File: src/rtl/min3_bit_serializer.sv
// Parallel-to-serial feeder for the bit-serial lowest-of-three selector.
// Streams a/b/c triplets MSB-first with a one-entry hold buffer so that frames can go out back-to-back.
module min3_bit_serializer #(
    parameter int WIDTH = 8,
    parameter int CNT_W = 16,
    localparam int IDX_W = $clog2(WIDTH)
) (
    input  logic             clk,
    input  logic             rst_n,
    input  logic             in_valid,
    output logic             in_ready,
    input  logic [WIDTH-1:0] in_a,
    input  logic [WIDTH-1:0] in_b,
    input  logic [WIDTH-1:0] in_c,
    output logic             out_valid,
    input  logic             out_ready,
    output logic             out_a,
    output logic             out_b,
    output logic             out_c,
    output logic [IDX_W-1:0] out_idx,
    output logic             out_first,
    output logic             out_last,
    output logic [CNT_W-1:0] frames_done
);

    // state | meaning
    // IDLE  | shift engine empty, out_valid low
    // SHIFT | shift engine presenting a beat of the current frame
    typedef enum logic {
        IDLE  = 1'b0,
        SHIFT = 1'b1
    } state_t;

    localparam logic [IDX_W-1:0] IDX_MSB = IDX_W'(WIDTH - 1);

    state_t           state, state_nx;
    logic [WIDTH-1:0] sa, sb, sc, sa_nx, sb_nx, sc_nx;
    logic [WIDTH-1:0] ha, hb, hc, ha_nx, hb_nx, hc_nx;
    logic             hfull, hfull_nx;
    logic [IDX_W-1:0] idx, idx_nx;
    logic [CNT_W-1:0] cnt_nx;

    logic act, beat, last_beat, accept, engine_free;

    assign act         = (state == SHIFT);
    assign beat        = act && out_ready;
    assign last_beat   = beat && (idx == '0);
    assign accept      = in_valid && in_ready;
    assign engine_free = !act || last_beat;

    assign in_ready  = !hfull;
    assign out_valid = act;
    assign out_a     = sa[WIDTH-1];
    assign out_b     = sb[WIDTH-1];
    assign out_c     = sc[WIDTH-1];
    assign out_idx   = idx;
    // Gated with act so the flags read 0 while idle (idx rests at 0).
    assign out_first = act && (idx == IDX_MSB);
    assign out_last  = act && (idx == '0);

    always_ff @(posedge clk or negedge rst_n) begin
        if (!rst_n) begin
            state       <= IDLE;
            sa          <= '0;
            sb          <= '0;
            sc          <= '0;
            ha          <= '0;
            hb          <= '0;
            hc          <= '0;
            hfull       <= 1'b0;
            idx         <= '0;
            frames_done <= '0;
        end else begin
            state       <= state_nx;
            sa          <= sa_nx;
            sb          <= sb_nx;
            sc          <= sc_nx;
            ha          <= ha_nx;
            hb          <= hb_nx;
            hc          <= hc_nx;
            hfull       <= hfull_nx;
            idx         <= idx_nx;
            frames_done <= cnt_nx;
        end
    end

    always_comb begin
        state_nx = state;
        sa_nx    = sa;
        sb_nx    = sb;
        sc_nx    = sc;
        ha_nx    = ha;
        hb_nx    = hb;
        hc_nx    = hc;
        hfull_nx = hfull;
        idx_nx   = idx;
        cnt_nx   = frames_done;

        if (beat && !last_beat) begin
            sa_nx  = {sa[WIDTH-2:0], 1'b0};
            sb_nx  = {sb[WIDTH-2:0], 1'b0};
            sc_nx  = {sc[WIDTH-2:0], 1'b0};
            idx_nx = idx - IDX_W'(1);
        end

        if (last_beat) begin
            cnt_nx = frames_done + CNT_W'(1);
        end

        if (engine_free) begin
            // hfull can only be set while shifting, so here it implies a draining last beat.
            if (hfull) begin
                sa_nx    = ha;
                sb_nx    = hb;
                sc_nx    = hc;
                idx_nx   = IDX_MSB;
                hfull_nx = 1'b0;
                state_nx = SHIFT;
            end else if (accept) begin
                sa_nx    = in_a;
                sb_nx    = in_b;
                sc_nx    = in_c;
                idx_nx   = IDX_MSB;
                state_nx = SHIFT;
            end else begin
                idx_nx   = '0;
                state_nx = IDLE;
            end
        end else if (accept) begin
            ha_nx    = in_a;
            hb_nx    = in_b;
            hc_nx    = in_c;
            hfull_nx = 1'b1;
        end
    end

endmodule

File: config.mk
export PLATFORM = sky130hd
export DESIGN_NAME = min3_bit_serializer
export DESIGN_NICKNAME = d
export VERILOG_FILES = /design/src/rtl/min3_bit_serializer.sv
export SDC_FILE = /design/constraint.sdc
export NUM_CORES = 1
export LEC_CHECK = 0
export BUFFER_PORTS_ARGS = -buffer_cell sky130_fd_sc_hd__buf_2
export CORE_MARGIN = 2
export CORE_UTILIZATION = 56
export CTS_CLUSTER_SIZE = 14
export DETAILED_ROUTE_END_ITERATION = 7
export GPL_TIMING_DRIVEN = 0
export PLACE_DENSITY_LB_ADDON = 0.2
export RECOVER_POWER = 100
export SLEW_MARGIN = 25
export SYNTH_ARGS = -nofsm -noshare
export SYNTH_HDL_FRONTEND = slang
export SYNTH_SLANG_ARGS = --single-unit
File: constraint.sdc
create_clock -name clk -period 1.9 [get_ports clk]
set_input_delay 0.19 -clock clk [delete_from_list [all_inputs] [get_ports clk]]
set_output_delay 0.19 -clock clk [all_outputs]
set_load 0.03 [all_outputs]
==> metrics.log <==
INFO  metric layout.nets = 349
INFO  metric first_global_vias = 2226
INFO  metric io_pins = 54
INFO  metric worst_r2r_startpoint = out_idx[0]
INFO  metric use_met1 = 0.279
INFO  metric maxCapViolCount = 0
INFO  metric avgRoutedWirePerCell = 15.8 um
INFO  metric period_share = 0.953
INFO  metric worst_path_largest_cell_delay = 0.39 ns
INFO  metric port_buffers = 53
INFO  metric floorplan.initialDensity = 0.583
INFO  metric critPathRequiredTime = 2.12 ns
INFO  metric full_die_area = 6360 um^2
INFO  metric global_route.usage.met2 = 0.345
INFO  metric multiInputGateArea = 1360 um^2
INFO  metric fin_tns_setup = 0 ns
INFO  metric post-synth-top-area-cell = sky130_fd_sc_hd__dfrtp_1
INFO  metric postSynthCellCount = 251
INFO  metric cts_setup_buffers = 0
INFO  metric cpLargestDelayFamily = simple AND/OR/NAND/NOR gates
INFO  metric cts_tree = built
INFO  metric yosys-top-cells-area = sky130_fd_sc_hd__dfrtp_1, sky130_fd_sc_hd__mux2_4, sky130_fd_sc_hd__mux2i_1
INFO  metric synth_cell_type_count = 37
INFO  metric worst_path_max_delay_cell = sky130_fd_sc_hd__dfrtp_2
INFO  metric skew = 0.00720 ns
INFO  metric worst-setup-path-type = reg2reg
INFO  metric postRouteAntennaNets = 0
INFO  metric hold_path_end = hb[3]
INFO  metric fillers = 432
INFO  metric total_leakage_power = 1.78 nW
INFO  metric worstPathCellList = inv_1 > ha_1 > and3b_2 > nor2_4 > nand2_4 > buf_8 > mux2_4
INFO  metric reg2reg_setup_slack = 0.09 ns
INFO  metric flops_latches_synth = 69
INFO  metric globalRouteMet3Util = 0.0747
INFO  metric setup_viol = 0
INFO  metric min_path_type = in2reg
INFO  metric dp_hpwl = 4260 um
INFO  metric finalWeightedCongestion = 0.775
INFO  metric final-hold-violation-count = 0
INFO  metric synth_enable_flop_cells = 0
INFO  metric status = completed
INFO  metric cts_sinks = 69
INFO  metric buf_inv_on_cp = 2
INFO  metric antenna_diode_instance_count = 0
INFO  metric unrepaired_setup_endpoints_after_global_routing = false
INFO  metric clock_root_buffer = sky130_fd_sc_hd__clkbuf_8
INFO  metric ys.flop_type = sky130_fd_sc_hd__dfrtp_1
INFO  metric netlist.area_leader.share = 0.538
INFO  metric whs_path_depth = 2
INFO  metric placementRows = 27
INFO  metric detail_route.drc_violations = 0
INFO  metric clkLatencyLatePin = 0.34 ns
INFO  metric die_width = 79.7 um
INFO  metric seq_cell_area = 1730 um^2
INFO  metric top_usage_layer_grt = met2
INFO  metric critical_path_peak_fanout = 10
INFO  metric core_area = 5510 um^2
INFO  metric ys_warn_count = 0
INFO  metric grt_start_max_net_pins = 36
INFO  metric vias = 2149
INFO  metric synth_nets = 283
INFO  metric layout_cell_share_with_drive_strength_beyond_1 = 0.289
INFO  metric max-vdd-ir-drop = 0.926 mV
INFO  metric final_design_utilization = 0.677
INFO  metric detailedRoute.firstIterationViolations = 141
INFO  metric groute.usage.overall = 0.216
INFO  metric end_kind = flop
INFO  metric global_route.overflow_total = 0
INFO  metric global_route_wire_length_before_repair = 10400 um
INFO  metric async_reset_ff_frac = 1.00
INFO  metric antenna_found_initial = 0
INFO  metric htree_levels = 3
INFO  metric synth-seq-area-share = 0.538
INFO  metric cts-root-to-sink-buffers = 2
INFO  metric clk_pin_slew = 0.08 ns
INFO  metric count_leader_synth = sky130_fd_sc_hd__dfrtp_1
INFO  metric layout-area-overhead-vs-synth = 16.0%
INFO  metric hold_start = in_b[3]
INFO  metric worst_r2r_path_depth = 7
INFO  metric power.density_cell_area = 1520 nW/um^2
INFO  metric setup.worst_path.start_class = flop
INFO  metric fmaxAchievable = 0.552 GHz
INFO  metric worst_slew_margin_rel = 0.441
INFO  metric slew_violations = 0
INFO  metric syn-cell-area = 3210 um^2
INFO  metric cp_data_arrival_time = 2.03 ns
INFO  metric syn_area_per_cell = 12.8 um^2
INFO  metric fin_crit = 1.81 ns
INFO  metric capture_instance_of_the_worst_register_to_register_path = ha[5]
INFO  metric synthTopCellsByCount = sky130_fd_sc_hd__dfrtp_1, sky130_fd_sc_hd__mux2i_1, sky130_fd_sc_hd__o22ai_1
INFO  metric drt_pass1_iterations = 4
INFO  metric drt-vias-per-instance = 5.45
INFO  metric tritoncts.num_buffers = 9
INFO  metric die_y = 79.7 um
INFO  metric postRouteWirelength = 6210 um
INFO  metric timing_worst_slew_pin_value = 0.838 ns
[logic make-up after synthesis]
family,Yosys count,share of synthesized area
buffers and inverters,17,0.0382
flip-flops,69,0.538
AND/OR/NAND/NOR,44,0.0849
multiplexers,47,0.180
AO/OA/AOI/OAI,55,0.103
adder cells (fa/ha/maj),4,0.0156
XOR/XNOR,15,0.0409
[layer usage]
layer	vias up	share of wire
met2	45	0.47
met4	0	0.0045
met3	2	0.048
li1	1051	-
met5	-	0
met1	1051	0.48
[state kept, by name (all words and copies together), names as in the netlist]
name	cells
hb	8
sb	8
sc	8
out_idx	3
frames_done	16
hfull	1
hc	8
out_valid	1
ha	8
sa	8
[worst max-delay path by stage]
stage	depth (start not counted)	endpoint	start	slack (ns)
3_3_place_gp	7	sc[5]	out_idx[0]	0.09
4_1_cts	6	sb[5]	out_idx[0]	0.08
6_report	7	ha[5]	out_idx[0]	0.09
5_1_grt	6	out_idx[1]	out_idx[0]	0.004
3_5_place_dp	6	sc[5]	out_idx[0]	0.08
2_1_floorplan	7	ha[3]	out_idx[1]	0.03
[metrics by stage]
step                      total power, mW  hold WS (ns)  worst slack [ns]  instance area (um^2)  cells
after detailed placement             4.65         0.167            0.0815                  3590    377
after floorplan                      4.12        -0.106            0.0265                  3210    251
after CTS                            5.75        0.0796            0.0750                  3780    394
after global routing                 6.03        0.0792           0.00397                  3730    394
final                                5.65        0.0950            0.0898                  3730    394
after global placement               4.57         0.439            0.0937                  3570    376
[power breakdown]
| group | switching [mW] | internal (mW) | total [mW] |
|---|---|---|---|
| Sequential | 0.388 | 2.07 | 2.46 |
| Clock | 0.530 | 0.539 | 1.07 |
| Combinational | 1.06 | 1.06 | 2.12 |
| Total | 1.98 | 3.67 | 5.65 |
[layout by cell type (no fill, tap or decap), types with 11 or more instances in the layout]
cell / netlist / routed
sky130_fd_sc_hd__nand2_1: 13 / 13
sky130_fd_sc_hd__mux2_4: 20 / 20
sky130_fd_sc_hd__a21oi_1: 20 / 19
sky130_fd_sc_hd__clkbuf_1: 0 / 25
sky130_fd_sc_hd__dfrtp_1: 69 / 68
sky130_fd_sc_hd__clkbuf_8: 0 / 11
sky130_fd_sc_hd__buf_2: 6 / 29
sky130_fd_sc_hd__o22ai_1: 21 / 21
sky130_fd_sc_hd__xnor2_1: 14 / 14
sky130_fd_sc_hd__mux2i_1: 22 / 22
[cell type report]
cell class,count,share of cell area
Sequential cell,69,0.464
Tap cell,72,0.0242
Clock inverter,4,0.00604
Clock buffer,12,0.0416
Buffer,12,0.0269
Timing Repair Buffer,55,0.0678
Multi-Input combinational cell,165,0.365
Inverter,5,0.00504
[worst reg2reg max path, stage by stage (launching register included)]
cell	delay [ns]
sky130_fd_sc_hd__dfrtp_2	0.39
sky130_fd_sc_hd__inv_1	0.07
sky130_fd_sc_hd__ha_1	0.23
sky130_fd_sc_hd__and3b_2	0.26
sky130_fd_sc_hd__nor2_4	0.15
sky130_fd_sc_hd__nand2_4	0.11
sky130_fd_sc_hd__buf_8	0.18
sky130_fd_sc_hd__mux2_4	0.31
[timing repair]
action | CTS | global route
resized for setup | 0 | 7
setup endpoints to repair | 0 | 24
hold endpoints to repair | 34 | 0
hold buffers | 1 | 0
Power figures use the tool's default switching activity.
